==> src/rtl/plic_claim_ctrl.sv <==
// Per-core PLIC claim/complete responder: latches the claimed source ID per core and
// masks it from the routing stage until the matching completion arrives.
module plic_claim_ctrl #(
  parameter int unsigned NIRQ  = 18,
  parameter int unsigned NCORE = 4,
  parameter int unsigned SRC_W = $clog2(NIRQ)
) (
  input  logic                        clk,
  input  logic                        rst_n,
  input  logic [NCORE-1:0]            external_int,
  input  logic [NCORE-1:0][SRC_W-1:0] intr_src,
  input  logic [NIRQ-1:0]             s2b_intr_en,
  output logic [NIRQ-1:0]             intr_en_gated,
  output logic [NIRQ-1:0]             irq_in_service,
  input  logic [NCORE-1:0]            claim_valid,
  output logic [NCORE-1:0]            claim_rvalid,
  output logic [NCORE-1:0][SRC_W-1:0] claim_rid,
  output logic [NCORE-1:0]            claim_rnone,
  input  logic [NCORE-1:0]            complete_valid,
  input  logic [NCORE-1:0][SRC_W-1:0] complete_id,
  output logic [NCORE-1:0]            cmpl_err,
  input  logic [NCORE-1:0]            cmpl_err_clr
);

  typedef enum logic {
    ST_IDLE    = 1'b0,
    ST_CLAIMED = 1'b1
  } state_e;

  localparam logic [SRC_W:0] LP_NIRQ = (SRC_W+1)'(NIRQ);

  state_e                      r_state     [NCORE];
  state_e                      w_state_nxt [NCORE];
  logic [NCORE-1:0][SRC_W-1:0] r_held_id;
  logic [NCORE-1:0][SRC_W-1:0] w_held_nxt;
  logic [NCORE-1:0]            r_rvalid;
  logic [NCORE-1:0]            w_rvalid_nxt;
  logic [NCORE-1:0][SRC_W-1:0] r_rid;
  logic [NCORE-1:0][SRC_W-1:0] w_rid_nxt;
  logic [NCORE-1:0]            r_rnone;
  logic [NCORE-1:0]            w_rnone_nxt;
  logic [NCORE-1:0]            r_err;
  logic [NCORE-1:0]            w_err_nxt;
  logic [NIRQ-1:0]             r_in_service;
  logic [NIRQ-1:0]             w_in_service_nxt;
  logic [NCORE-1:0]            w_cmpl_ok;
  logic [NCORE-1:0]            w_cmpl_bad;
  logic [NCORE-1:0]            w_src_ok;

  // Completion resolves first so a same-cycle claim sees the post-complete state.
  always_comb begin
    w_state_nxt  = r_state;
    w_held_nxt   = r_held_id;
    w_rvalid_nxt = '0;
    w_rid_nxt    = r_rid;
    w_rnone_nxt  = '0;
    w_err_nxt    = r_err;
    w_cmpl_ok    = '0;
    w_cmpl_bad   = '0;
    w_src_ok     = '0;
    for (int unsigned c = 0; c < NCORE; c++) begin
      w_cmpl_ok[c]  = complete_valid[c] && (r_state[c] == ST_CLAIMED) &&
                      (complete_id[c] == r_held_id[c]);
      w_cmpl_bad[c] = complete_valid[c] && !w_cmpl_ok[c];
      w_src_ok[c]   = external_int[c] && ({1'b0, intr_src[c]} < LP_NIRQ);

      if (w_cmpl_ok[c]) begin
        w_state_nxt[c] = ST_IDLE;
        w_held_nxt[c]  = '0;
      end

      if (claim_valid[c]) begin
        w_rvalid_nxt[c] = 1'b1;
        if (w_state_nxt[c] == ST_CLAIMED) begin
          w_rid_nxt[c] = r_held_id[c];
        end else if (w_src_ok[c]) begin
          w_rid_nxt[c]   = intr_src[c];
          w_state_nxt[c] = ST_CLAIMED;
          w_held_nxt[c]  = intr_src[c];
        end else begin
          w_rid_nxt[c]   = '0;
          w_rnone_nxt[c] = 1'b1;
        end
      end

      w_err_nxt[c] = w_cmpl_bad[c] | (r_err[c] & ~cmpl_err_clr[c]);
    end
  end

  // Mask is built from next state so claim/complete take effect on the mask one cycle later.
  always_comb begin
    w_in_service_nxt = '0;
    for (int unsigned j = 0; j < NIRQ; j++) begin
      for (int unsigned c = 0; c < NCORE; c++) begin
        if ((w_state_nxt[c] == ST_CLAIMED) && (w_held_nxt[c] == SRC_W'(j))) begin
          w_in_service_nxt[j] = 1'b1;
        end
      end
    end
  end

  always_ff @(posedge clk or negedge rst_n) begin
    if (!rst_n) begin
      for (int unsigned c = 0; c < NCORE; c++) begin
        r_state[c] <= ST_IDLE;
      end
      r_held_id    <= '0;
      r_rvalid     <= '0;
      r_rid        <= '0;
      r_rnone      <= '0;
      r_err        <= '0;
      r_in_service <= '0;
    end else begin
      for (int unsigned c = 0; c < NCORE; c++) begin
        r_state[c] <= w_state_nxt[c];
      end
      r_held_id    <= w_held_nxt;
      r_rvalid     <= w_rvalid_nxt;
      r_rid        <= w_rid_nxt;
      r_rnone      <= w_rnone_nxt;
      r_err        <= w_err_nxt;
      r_in_service <= w_in_service_nxt;
    end
  end

  assign irq_in_service = r_in_service;
  assign intr_en_gated  = s2b_intr_en & ~r_in_service;
  assign claim_rvalid   = r_rvalid;
  assign claim_rid      = r_rid;
  assign claim_rnone    = r_rnone;
  assign cmpl_err       = r_err;

endmodule

==> config.mk <==
export PLATFORM = sky130hd
export DESIGN_NAME = plic_claim_ctrl
export DESIGN_NICKNAME = d
export VERILOG_FILES = /design/src/rtl/plic_claim_ctrl.sv
export SDC_FILE = /design/constraint.sdc
export NUM_CORES = 1
export LEC_CHECK = 0
export ABC_AREA = 1
export BUFFER_PORTS_ARGS = -buffer_cell sky130_fd_sc_hd__buf_2
export CAP_MARGIN = 20
export CORE_MARGIN = 5
export CORE_UTILIZATION = 30
export DETAILED_ROUTE_END_ITERATION = 10
export SYNTH_ARGS = -nofsm -noshare
export SYNTH_HDL_FRONTEND = slang
export SYNTH_SLANG_ARGS = --single-unit
==> constraint.sdc <==
create_clock -name clk -period 2 [get_ports clk]
set_clock_uncertainty 0.2 [all_clocks]
set_input_delay 0.4 -clock clk [delete_from_list [all_inputs] [get_ports clk]]
set_output_delay 0.4 -clock clk [all_outputs]
set_load 0.05 [all_outputs]
* Yosys cells after proc, flatten, opt, wreduce, memory -nomap -nowiden *
Index checks and enable logic that the tools add are counted.

operators by class
  shifts and indexed selects = 0
  reductions and logical operators = 96
  bitwise operators = 14
  add/subtract/negate cells = 0
  div/mod/pow operators = 0
  $mul = 0
  multiplexer cells = 128
  $lt $le $gt $ge = 4
  eq/ne operators = 72

operator list
  operator            count
  $eq 5x4->1 const B  32
  $mux 5              24
  $mux 1              104
  $logic_and 1x1->1   88
  $eq 5x3->1 const B  16
  $eq 5x2->1 const B  8
  $eq 5x5->1 const B  8
  $eq 5x1->1 const B  4
  $eq 5x5->1          4
  $logic_not 5->1     4
  $lt 5x5->1 const B  4
  $and 18x18->18      1
  $not 18->18         1
  $and 1x1->1         4
  $logic_not 1->1     4
  $not 1->1           4
  $or 1x1->1          4

word-level totals
  bits of input ports = 76
  memory bits (writable) = 0
  memories kept = 0
  logic and storage cells = 330
  flip-flop bits (word level) = 74
  bits in read-only memories = 0
  latch bits = 0

* Logic depth before layout (Yosys ltp) *
  depth after elaboration = 12
  mapped depth = 17
  depth with buffers taken out = 16

* Worst setup path after synthesis *
OpenSTA, ideal clock, no wires.

  kind = input to register
  start = in complete_id[13] (netlist name)
  end = reg r_in_service[9] (netlist: irq_in_service[9])
  arrival time = 1.638 ns
  path buffers = 2
  data required time = 1.676 ns
  slack = 0.038 ns
  cell stages on the path = 16
  cell sequence = inv_1 nor2_1 a21oi_1 nand3_4 nand2_2 buf_6 nand2_1 nand2_1 nand2_2 nand2_4 nor2_2 buf_6 nand3_1 nand2_1 inv_2 nand3_1

RTL lines
  what                  RTL line  source
  from (decl)           20        input logic [NCORE-1:0][SRC_W-1:0] complete_id,
  to (signal assigned)  122       r_in_service <= w_in_service_nxt;
  to (decl)             44        logic [NIRQ-1:0] r_in_service;

==> impl_metrics.tcl <==
set metrics [dict create \
    status "finished, violations left" \
    violations "negative setup slack" \
    clk_latency_ns 0.34 \
    p_per_area_mw_per_mm2 1500 \
    static-leakage-power_nw 4.46 \
    dp_hpwl_microns 11400 \
    port_buffers 143 \
    min_path_type "in2reg" \
    area_growth_syn_to_layout_pct 65.3 \
    via_per_inst 4.37 \
    layout.cells.most_common_list "nand2_1, buf_2, buf_4, inv_1, dfrtp_1" \
    worstSetupEndpointType "flop" \
    diodes 0 \
    wl_per_cell_microns 12.5 \
    yosys.area_share.simple 0.437 \
    clk_pin_slew_worst_paths_ns 0.06 \
    routed_wl_microns 15300 \
    grt.overflow.total 0 \
    clkPwrFrac 0.140 \
    switchingPower_mw 5.90 \
    slew_viol_final 0 \
    yosysSeqAreaShare 0.386 \
    root_buffer "clkbuf_16" \
    path_max_fanout 5 \
    cap_violations 0 \
    cts_sinks 74 \
    finalWeightedCongestion 0.897 \
    nFillCells 1609 \
    syn_inst 703 \
    worst_pin_slew_ns 0.432 \
    core_area_sq_mm 0.0158 \
    firstDrtPassIters 4 \
    grt_first_pass_wirelength_microns 24500 \
    cts_tree "built" \
    slew-limit-headroom 0.709 \
    boundaryPins 144 \
    htreeDepth 3 \
    gr-usage-all-layers 0.166 \
    dp_slack_ns -0.403 \
    drc 0 \
    synth.distinct_cells 31 \
    ys_seq_elements 74 \
    slowest_delay_ns 0.40 \
    vdd_drop_max_mv 0.589 \
    ant_nets 0 \
    synth_top_area_share 0.386 \
    cts_buffers 9 \
    drtIter0Drc 173 \
    avgSynthCellArea_sq_um 6.82 \
    syn_nets 779 \
    drive_gt1_frac 0.511 \
    hold_viol_final 0 \
    synthAdderAreaFrac 0 \
    fin_crit_sh 1.08 \
    sequentialPowerShare 0.202 \
    critPathKind "reg2reg" \
    fp.dieH_microns 136 \
    grt_pass1_vias 5192 \
    setup_viol_count_final 18 \
    regArea_sq_mm 0.00185 \
    total_power_mw 11.9 \
    fin_crit_ns 2.17 \
    fmax_ghz 0.462 \
    synth_area_sq_mm 0.00479 \
    synth_area_leaders "dfrtp_1, nand2_1, nand3_1" \
    rsz0062_at_grt "yes" \
    die_w_microns 136 \
    synth_compound_area_frac 0.0546 \
    multi_input_area_sq_mm 0.00304 \
    nets 1079 \
    grt_antenna_before_repair 0 \
    path_cells "nand2_1, nand2_1, nor2_2, nand3_2, buf_6, buf_6, nand4_1, nand2_4, buf_6, a21oi_4, nand3_2, nand3_2" \
    synth_largest_area_cell "dfrtp_1" \
    muxShareOfSynthArea 0 \
    rows 46 \
    grt_start_max_net_pins 28 \
    required_ns 2.08 \
    final.setup.worst_slack_ns -0.166 \
    crit_path_top_delay_cell "dfrtp_1" \
    yosysWarnings 0 \
    start_kind "flop" \
    synth_top_family_by_area "simple AND/OR/NAND/NOR gates" \
    utilization 0.502 \
    vias 5352 \
    synth_xor_area_frac 0 \
    clockBufferDepth 2 \
    arrival_ns 2.24 \
    final_common_cell "nand2_1" \
    p_int_mw 5.98 \
    whs_ns 0.0313 \
    netSwitchingFraction 0.496 \
    start_util 0.304 \
    dieArea_sq_mm 0.0186 \
    pwr-share-comb 0.658 \
]
-- layout make-up --
type,count,share of cell area
repair buffers,296,0.246
inverters,133,0.0643
multi-input cells,489,0.384
clock inverters,2,0.00442
clock buffers,14,0.0333
flip-flops and latches,74,0.234
well taps,216,0.0341
-- power groups by stage --
stage                     sequential [mW]  combinational, mW  clock (mW)
after global placement               2.42               6.24           0
after detailed placement             2.41               6.29           0
after global routing                 2.47               8.44        1.78
final                                2.39               7.82        1.66
after CTS                            2.40               7.07        1.72
after floorplan                      3.45               2.98           0
-- cells by family after synthesis --
family | count (synthesis)
AOI/OAI and AO/OA | 40
buffers and inverters | 143
DFF | 74
and+or+nand+nor | 446
-- worst paths after layout --
check	from	to	slack, ns	depth (start not counted)
worst max-delay path	r_held_id[9]$_DFF_PN0_	irq_in_service[11]$_DFF_PN0_	-0.17	12
worst min-delay path	cmpl_err_clr[2]	cmpl_err[2]$_DFF_PN0_	0.03	2
worst max register to register	r_held_id[9]$_DFF_PN0_	irq_in_service[11]$_DFF_PN0_	-0.17	12
worst min register to register	claim_rid[2]$_DFFE_PN0P_	claim_rid[2]$_DFFE_PN0P_	0.27	1
max in group asynchronous	rst_n	r_held_id[11]$_DFF_PN0_	0.74	3
min in group asynchronous	rst_n	claim_rid[6]$_DFFE_PN0P_	0.36	2
-- registers in the layout, indices dropped and copies added, names as in the netlist --
name,cells
claim_rid,20
claim_rnone,4
claim_rvalid,4
cmpl_err,4
irq_in_service,18
r_held_id,20
r_state,4
-- critical path: cells and delay by family, from the launching register on --
family | cells | cell delay, ns
and+or+nand+nor | 8 | 0.88
buffers and inverters | 3 | 0.41
DFF | 1 | 0.40
AOI/OAI and AO/OA | 1 | 0.18
-- what timing repair did --
item | CTS | global route
gates resized for setup | 81 | 102
setup buffers | 20 | 14
hold buffers | 1 | 0
setup endpoints to repair | 18 | 20
pin swaps | 35 | 47
endpoints found under the hold margin | 25 | 0
cloned | 3 | 0
-- cell usage after synthesis --
library cell and number:
nand2_1 217, inv_1 105, nand3_1 86, dfrtp_1 74, nor2_1 72, inv_2 21
nand2_2 21, nor2_2 16, nand3_2 11, a21oi_1 10, o21ai_0 8, clkinv_1 7
o21a_1 7, a31oi_1 5, buf_6 5, nand4_1 5, nor2_4 5, nand2_4 4
o311ai_0 4, a21oi_2 2, buf_2 2, buf_4 2, nand3_4 2, nand3b_1 2
nand4_2 2, nor3_1 2, o21ai_1 2, clkbuf_1 1, nor2_8 1, o21ai_2 1
o21ai_4 1
-- layer usage --
layer  global-route usage  routed length (microns)  up-vias
met2                0.274                     7420      123
met5                    0                        0        -
met3               0.0263                      731       14
li1                     -                        -     2765
met1                0.222                     6910     2450
met4               0.0538                      228        0
-- through the flow --
| stage | instance area (sq um) | std cells | setup TNS, ns |
|---|---|---|---|
| 4_1_cts | 7450 | 1216 | -1.99 |
| 3_3_place_gp | 6660 | 1176 | -6.14 |
| 6_report | 7920 | 1224 | -2.35 |
| 2_1_floorplan | 4790 | 703 | 0 |
| 3_5_place_dp | 6660 | 1176 | -6.59 |
| 5_1_grt | 7920 | 1224 | -4.49 |
Note: power is estimated with default switching activity, not from simulation.
